### src/rtl/vs_elastic_pipe_pkg.sv
// Shared defaults and helpers for the vertex_shader elastic pipeline.
//   VS_DATA_WIDTH  : default payload width between vertex_shader units
//   VS_PIPE_STAGES : default number of register stages in an elastic pipe
//   occ_width()    : width of an occupancy counter that can hold 0..stages
package vs_elastic_pipe_pkg;

    localparam int unsigned VS_DATA_WIDTH  = 32;
    localparam int unsigned VS_PIPE_STAGES = 2;

    // Bits needed to count 0..stages inclusive.
    function automatic int unsigned occ_width(input int unsigned stages);
        return $clog2(stages + 1);
    endfunction

endpackage

### src/rtl/vs_pipe_slot.sv
// One elastic pipeline stage: a valid bit and a payload register.
//   clk, resetn : clock, async active-low reset
//   flush_i     : synchronous discard of the held entry
//   adv_i       : stage may take the upstream entry this cycle
//   v_i, d_i    : upstream valid / payload
//   v_o, d_o    : registered valid / payload held by this stage
module vs_pipe_slot
    import vs_elastic_pipe_pkg::*;
#(
    parameter int unsigned DW = VS_DATA_WIDTH
) (
    input  logic          clk,
    input  logic          resetn,
    input  logic          flush_i,
    input  logic          adv_i,
    input  logic          v_i,
    input  logic [DW-1:0] d_i,
    output logic          v_o,
    output logic [DW-1:0] d_o
);

    logic          v_q;
    logic [DW-1:0] d_q;

    // Valid follows upstream whenever the stage advances; flush wins.
    always_ff @(posedge clk or negedge resetn) begin
        if (!resetn) begin
            v_q <= 1'b0;
        end else if (flush_i) begin
            v_q <= 1'b0;
        end else if (adv_i) begin
            v_q <= v_i;
        end
    end

    // Payload only loads with a valid entry, so bubbles leave the old data in place.
    always_ff @(posedge clk or negedge resetn) begin
        if (!resetn) begin
            d_q <= '0;
        end else if (adv_i && v_i) begin
            d_q <= d_i;
        end
    end

    assign v_o = v_q;
    assign d_o = d_q;

endmodule

### src/rtl/vs_elastic_pipe.sv
// Multi-stage valid/ready pipeline register with bubble collapsing,
// synchronous flush and an occupancy count.
//   clk, resetn          : clock, async active-low reset
//   flush                : discard all held entries at the next edge
//   in_valid/in_ready    : upstream handshake, in_data payload
//   out_valid/out_ready  : downstream handshake, out_data payload (last stage)
//   occupancy            : number of valid stages, 0..STAGES
module vs_elastic_pipe
    import vs_elastic_pipe_pkg::*;
#(
    parameter int unsigned DW     = VS_DATA_WIDTH,
    parameter int unsigned STAGES = VS_PIPE_STAGES,
    parameter int unsigned CW     = occ_width(STAGES)
) (
    input  logic          clk,
    input  logic          resetn,
    input  logic          flush,
    input  logic          in_valid,
    output logic          in_ready,
    input  logic [DW-1:0] in_data,
    output logic          out_valid,
    input  logic          out_ready,
    output logic [DW-1:0] out_data,
    output logic [CW-1:0] occupancy
);

    logic [STAGES-1:0] stage_v;
    logic [DW-1:0]     stage_d [STAGES];
    logic [STAGES-1:0] adv_c;
    logic              xfer_in_c;
    logic              xfer_out_c;
    logic [CW-1:0]     occ_q;
    logic [CW-1:0]     occ_d;

    // Ready chain from the output backwards: a stage advances if it is empty
    // or the stage ahead of it advances, so holes are filled even under stall.
    always_comb begin
        adv_c = '0;
        adv_c[STAGES-1] = out_ready | ~stage_v[STAGES-1];
        for (int i = int'(STAGES) - 2; i >= 0; i--) begin
            adv_c[i] = adv_c[i+1] | ~stage_v[i];
        end
    end

    assign in_ready   = adv_c[0] & ~flush;
    assign xfer_in_c  = in_valid & in_ready;
    assign xfer_out_c = out_valid & out_ready;

    // Stage chain: stage 0 takes accepted upstream entries, stage g takes stage g-1.
    for (genvar g = 0; g < STAGES; g++) begin : g_stage
        logic          v_in;
        logic [DW-1:0] d_in;

        if (g == 0) begin : g_head
            assign v_in = xfer_in_c;
            assign d_in = in_data;
        end else begin : g_body
            assign v_in = stage_v[g-1];
            assign d_in = stage_d[g-1];
        end

        vs_pipe_slot #(
            .DW (DW)
        ) u_slot (
            .clk     (clk),
            .resetn  (resetn),
            .flush_i (flush),
            .adv_i   (adv_c[g]),
            .v_i     (v_in),
            .d_i     (d_in),
            .v_o     (stage_v[g]),
            .d_o     (stage_d[g])
        );
    end

    assign out_valid = stage_v[STAGES-1];
    assign out_data  = stage_d[STAGES-1];

    // Occupancy tracks accepted minus delivered; flush empties the pipe.
    always_comb begin
        occ_d = occ_q;
        if (flush) begin
            occ_d = '0;
        end else begin
            occ_d = occ_q + CW'(xfer_in_c) - CW'(xfer_out_c);
        end
    end

    always_ff @(posedge clk or negedge resetn) begin
        if (!resetn) begin
            occ_q <= '0;
        end else begin
            occ_q <= occ_d;
        end
    end

    assign occupancy = occ_q;

`ifndef SYNTHESIS
    // Counter can never claim more entries than there are stages.
    a_occ_bound : assert property (@(posedge clk) disable iff (!resetn)
        occ_q <= CW'(STAGES));

    // A stalled head entry stays put with its payload unchanged.
    a_stall_hold : assert property (@(posedge clk) disable iff (!resetn)
        (out_valid && !out_ready && !flush) |=> (out_valid && $stable(out_data)));
`endif

endmodule

### config.mk
export PLATFORM = sky130hd
export DESIGN_NAME = vs_elastic_pipe
export DESIGN_NICKNAME = d
export VERILOG_FILES = /design/src/rtl/vs_elastic_pipe_pkg.sv /design/src/rtl/vs_pipe_slot.sv /design/src/rtl/vs_elastic_pipe.sv
export SDC_FILE = /design/constraint.sdc
export NUM_CORES = 1
export LEC_CHECK = 0
export CORE_MARGIN = 3
export CORE_UTILIZATION = 65
export CTS_BUF_LIST = sky130_fd_sc_hd__clkbuf_4 sky130_fd_sc_hd__clkbuf_8 sky130_fd_sc_hd__clkbuf_16
export CTS_CLUSTER_SIZE = 12
export DETAILED_ROUTE_END_ITERATION = 16
export DONT_BUFFER_PORTS = 1
export GPL_ROUTABILITY_DRIVEN = 0
export PLACE_DENSITY = 0.77
export SLEW_MARGIN = 40
export SYNTH_ARGS = -nofsm -noshare
export SYNTH_HDL_FRONTEND = slang
export SYNTH_SLANG_ARGS = --single-unit
export TNS_END_PERCENT = 1
### constraint.sdc
create_clock -name clk -period 3.2 [get_ports clk]
set_input_delay 0.64 -clock clk [delete_from_list [all_inputs] [get_ports clk]]
set_output_delay 0.64 -clock clk [all_outputs]
set_load 0.01 [all_outputs]
Word-level counts from Yosys, hierarchy flattened. Index checks and enable logic that the tools add are counted. W data, S select, Z words.

Reduce and logical (&&, ||, !) cells: 4. Mux-type cells: 5. Magnitude comparators: 0. Shift-type cells: 0. Bitwise gates (word level): 8. Add/sub/neg operators: 2. $mul: 0. Equal/unequal tests: 0. Divide/modulo/power cells: 0.

Operator list (number): $mux W1 (4); $reduce_bool A2 Y1 (2); $and A1 B1 Y1 (3); $not A1 Y1 (3); $add A2 B1 Y2 (1); $logic_and A1 B1 Y1 (2); $mux W2 (1); $or A1 B1 Y1 (2); $sub A2 B1 Y2 (1).

Bits in read-only memories: 0. Memories: 0. Output and inout port bits: 36. Bits in latches: 0. Logic and storage cells: 24. Input port bits: 37. RAM bits: 0. Bits in registers: 68.

Logic depth before layout (Yosys ltp).
Depth in word-level cells: 8. Depth in mapped cells: 10. Mapped depth without buffers: 8.

By module. From an unflattened synthesis, not the netlist that was laid out.

Cells, all modules: 157. Area total of the unflattened synthesis: 2847.7 µm².

By module, submodules not included: vs_pipe_slot (cells each 71, seq. area each 825.8 µm², instances 2, area each 1346.3 µm²); vs_elastic_pipe (cells each 15, seq. area each 50.0 µm², instances 1, area each 155.1 µm²).

Least setup slack after synthesis. OpenSTA, ideal clock, no wires.

Path kind: input-to-reg. From: input out_ready. To: register occ_q[1] (netlist: occupancy[1]). Slack: 0.833 ns. Data arrival time: 2.248 ns. Library setup time: 0.119 ns. Path buffers: 2. Required time: 3.081 ns. Stages on the path: 10. Path through: and3b_1 > or3b_1 > buf_6 > buf_12 > ha_1 > inv_1 > ha_1 > xor2_1 > xnor2_1 > nor2_1.

Word-level cells in the longest chain between the ends: 7. Elaborated cells between the ends (all ways): 8. Those cells by class: add/sub (2); mux (1); bitwise (5).

RTL lines: from (decl) (line vs_elastic_pipe.sv:22) `input logic out_ready,`; $or A1 B1 Y1 (line vs_elastic_pipe.sv:39) `adv_c[STAGES-1] = out_ready | ~stage_v[STAGES-1];`; $or A1 B1 Y1 (line vs_elastic_pipe.sv:41) `adv_c[i] = adv_c[i+1] | ~stage_v[i];`; $and A1 B1 Y1 (line vs_elastic_pipe.sv:45) `assign in_ready = adv_c[0] & ~flush;`; $and A1 B1 Y1 (line vs_elastic_pipe.sv:46) `assign xfer_in_c = in_valid & in_ready;`; $add A2 B1 Y2 (line vs_elastic_pipe.sv:85) `occ_d = occ_q + CW'(xfer_in_c) - CW'(xfer_out_c);`; $sub A2 B1 Y2 * (line vs_elastic_pipe.sv:85); $mux W2 * (line vs_elastic_pipe.sv:82) `if (flush) begin`; named net occ_d[1] (line vs_elastic_pipe.sv:33) `logic [CW-1:0] occ_d;`; to (signal assigned) (line vs_elastic_pipe.sv:91) `occ_q <= '0;`; to (signal assigned) (line vs_elastic_pipe.sv:93) `occ_q <= occ_d;`; to (decl) (line vs_elastic_pipe.sv:32) `logic [CW-1:0] occ_q;`.

The timed path passes the listed nets; every way through them passes the cells marked *. A chain may end at the register's enable or synchronous reset.

Worst setup path after layout.
From: register g_stage[1].u_slot.v_q. To: register occ_q[1] (netlist: occupancy[1]).

Word-level cells in the longest chain between the ends: 8. Elaborated cells between the ends (all ways): 9. Those cells by class: add/sub (2); mux (1); bitwise (6).

RTL lines: from (decl) (line vs_pipe_slot.sv:22) `logic v_q;`; from (signal assigned) (line vs_pipe_slot.sv:32) `v_q <= v_i;`; $not A1 Y1 (line vs_elastic_pipe.sv:39); $or A1 B1 Y1 (line vs_elastic_pipe.sv:39); $or A1 B1 Y1 (line vs_elastic_pipe.sv:41); $and A1 B1 Y1 (line vs_elastic_pipe.sv:45); $and A1 B1 Y1 (line vs_elastic_pipe.sv:46); $add A2 B1 Y2 (line vs_elastic_pipe.sv:85); $sub A2 B1 Y2 * (line vs_elastic_pipe.sv:85); $mux W2 * (line vs_elastic_pipe.sv:82); named net occ_d[1] (line vs_elastic_pipe.sv:33).

Marks and branches as above.

==> flow_summary_export.csv <==
group,metric,value,unit
finish,final_area,0.00294,sq mm
finish,antenna-diode-count,0,
yosys,syn-num-nets,195,
cts,worst_setup_hold_path_clk_slew,70,ps
global_routing,grt_pass1_vias,1407,
drt,detailedRoute.firstIterationViolations,54,
yosys,netlist_top_cells_area,"sky130_fd_sc_hd__dfrtp_1, sky130_fd_sc_hd__mux2_4, sky130_fd_sc_hd__mux2_2, sky130_fd_sc_hd__buf_12, sky130_fd_sc_hd__ha_1",
floorplanning,io_pins,73,
global_routing,grt_pass1_wl,7070,um
worst_setup_path,critPathKind,"reg2reg",
worst_setup_path,crit_required,3410,ps
timing,maxSlewViolCount,0,
worst_setup_path,path_delay_family,"simple AND/OR/NAND/NOR gates",
floorplanning,die-height,70.8,um
timing,final-setup-viol-count,0,
timing,number_of_hold_violations_in_the_final_report,0,
cts,hold_buffers,1,
yosys,syn_area_per_cell,17.5,sq um
drt,antenna_violating_nets_post_route,0,
worst_setup_path,worstPathCellList,"and3b_1 -> or3b_2 -> ha_1 -> inv_1 -> ha_1 -> xor2_1 -> xnor2_1 -> nor2_1",
cts,cts-buffers-inserted,9,
cts,clockBufferDepth,2,
yosys,ys_warn_count,0,
flow_run,drv_cap,0,
drt,detailed_route_via_count,1231,
floorplanning,fp.dieW,70.8,um
cts,insertion_delay_to_the_later_sink_of_the_worst_skew_pair,320,ps
worst_setup_path,critPathCaptureType,"register",
floorplanning,placeableCoreArea,0.00385,sq mm
cts,h-tree-depth,3,
worst_setup_path,crit_top_cell,"sky130_fd_sc_hd__ha_1",
worst_setup_path,max_stage_delay,470,ps
timing,timing.max_slew.rel_slack,49.6,%
cts,buffer_count_from_post_cts_setup_fixing,0,
worst_setup_path,worst_ep_arrival,2280,ps
timing,skew,6.99,ps
worst_setup_path,kind_of_launch_point_of_the_worst_setup_path,"register",
cts,clockRootBuffer,"sky130_fd_sc_hd__clkbuf_8",
drt,wl_per_cell,19.6,um
finish,stdcell_count,215,
worst_setup_path,ff2ff_setup_slack,1130,ps
yosys,post_syn_instances,156,
worst_setup_path,r2r-start,"g_stage[1].u_slot.v_o",
worst_setup_path,path_max_fanout,4,
placement,port_buffers,0,
global_routing,global_route.usage.total,18.6,%
cts,post_cts_resize_count,0,
yosys,ys_seq_elements,68,
drt,routed_wirelength,4220,um
drt,via_per_inst,5.73,
finish,fraction_of_final_layout_cells_sized_beyond_drive_strength_1,49.1,%
drt,1st_pass_router_iterations,3,
hold_path,min-delay-path-class,"in2async",
timing,finalCriticalPeriod,2070,ps
timing,worstMarginPinSlew,755,ps
global_routing,grt_remaining_overflow,0,
finish,final_cell_mix,"sky130_fd_sc_hd__dfrtp_1, sky130_fd_sc_hd__mux2_2, sky130_fd_sc_hd__mux2_4, sky130_fd_sc_hd__clkbuf_8, sky130_fd_sc_hd__nor2_1",
timing,finalSetupTns,0,ps
floorplanning,start_util,70.8,%
cts,clock_tree_from_tritoncts,"yes",
power,ir_drop,0.000385,V
floorplanning,floorplan.rows,22,
drt,drt_drc_violations_left,0,
finish,final_nets,203,
timing,finalCritPeriodShare,64.8,%
global_routing,grt_max_degree,62,
yosys,synth_top_cell_area_share,62.4,%
placement,dpl_cell_area,0.00273,sq mm
worst_setup_path,timing.reg2reg.worst_path_depth,8,
timing,grt_setup_unrepaired,"false",
floorplanning,total_die_area,0.00501,sq mm
cts,cts.sinks,68,
yosys,seq_area_frac_synth,62.4,%
power,power_per_cell_area,708,mW/mm^2
worst_setup_path,path_buf_inv,1,
yosys,post_synth_num_cell_types,18,
status,run_status,"finished clean",
finish,area_growth_syn_to_layout,7.84,%
placement,numPlacedInstances,199,
global_routing,number_of_antenna_violations_at_the_first_check_in_global_routing,0,
yosys,synth_top_area_cell,"sky130_fd_sc_hd__dfrtp_1",
worst_setup_path,regToRegEndpoint,"occupancy[1]",
finish,final_common_cell,"sky130_fd_sc_hd__dfrtp_1",
timing,max_clock_freq,482,MHz
worst_setup_path,critical-path-slowest-cell,"sky130_fd_sc_hd__or3b_2",
yosys,post_synth_instance_area,0.00273,sq mm
power,total_leakage_power,1.41,nW
[how the worst max path moves through the flow]
| stage | start | end | slack, ps | cells past startpoint |
|---|---|---|---|---|
| floorplan | out_ready | occupancy[1] | 830 | 10 |
| global placement | out_ready | occupancy[1] | 1000 | 8 |
| detailed placement | out_ready | occupancy[1] | 950 | 8 |
| CTS | g_stage[1].u_slot.v_o | occupancy[1] | 1130 | 8 |
| global route | g_stage[1].u_slot.v_o | occupancy[1] | 1010 | 8 |
| finish | g_stage[1].u_slot.v_o | occupancy[1] | 1130 | 8 |
[logic make-up (layout without fill, tap and decap cells)]
group | after synthesis | in the layout | synth area share (%)
AOI/OAI and AO/OA | 1 | 1 | 0.183
xor gates and xnor gates | 2 | 2 | 0.642
adders and majority gates | 2 | 2 | 0.917
buffers and inverters | 9 | 20 | 3.44
DFF | 68 | 68 | 62.4
muxes | 64 | 64 | 30.4
and+or+nand+nor | 10 | 10 | 2.02
[cells in the mapped netlist (all sizes together)]
cell type and n:
or3b 1, xor2 1, inv 2, mux2 64, a21oi 1, xnor2 1
nand2 1, and3b 1, dfrtp 68, nor2b 1, buf 7, nor2 4
nand2b 1, and2 1, ha 2
[state kept, by name, indices dropped and copies added, names as in the netlist]
register            count
g_stage.u_slot.v_o      2
occupancy               2
g_stage.u_slot.d_o     64
[cell type report]
| class | instances | area (sq um) |
|---|---|---|
| Multi-Input combinational cell | 79 | 932 |
| Inverter | 2 | 7.51 |
| Clock buffer | 12 | 165 |
| Fill cell | 237 | 912 |
| Sequential cell | 68 | 1700 |
| Timing Repair Buffer | 4 | 65.1 |
| Tap cell | 48 | 60.1 |
| Clock inverter | 2 | 10.0 |
[routing by layer]
| layer | part of all wire [%] | track usage (%) | wire length (um) | vias up |
|---|---|---|---|---|
| met1 | 42 | 23.7 | 1750 | 618 |
| met3 | 8.6 | 7.81 | 361 | 6 |
| met4 | 1.3 | 7.52 | 53 | 0 |
| met5 | 0 | 0 | 0 | - |
| li1 | - | - | - | 559 |
| met2 | 49 | 28.3 | 2050 | 48 |
[report_power, final]
part / internal (mW) / leakage, nW / total [mW] / switching [mW]
registers: 1.04 / 0.808 / 1.21 / 0.169
logic: 0.185 / 0.504 / 0.271 / 0.0857
clock network: 0.333 / 0.0941 / 0.604 / 0.271
total: 1.56 / 1.41 / 2.08 / 0.525
[metrics by stage]
step	power (mW)	setup slack (ps)	hold WS, ps	util, %
6_report	2.08	1130	180	76.3
5_1_grt	2.19	1010	187	76.3
4_1_cts	2.11	1130	0.734	76.1
3_5_place_dp	1.48	946	346	70.8
3_3_place_gp	1.45	1000	346	70.8
2_1_floorplan	1.42	833	344	-
(Power assumes the default switching activity.)
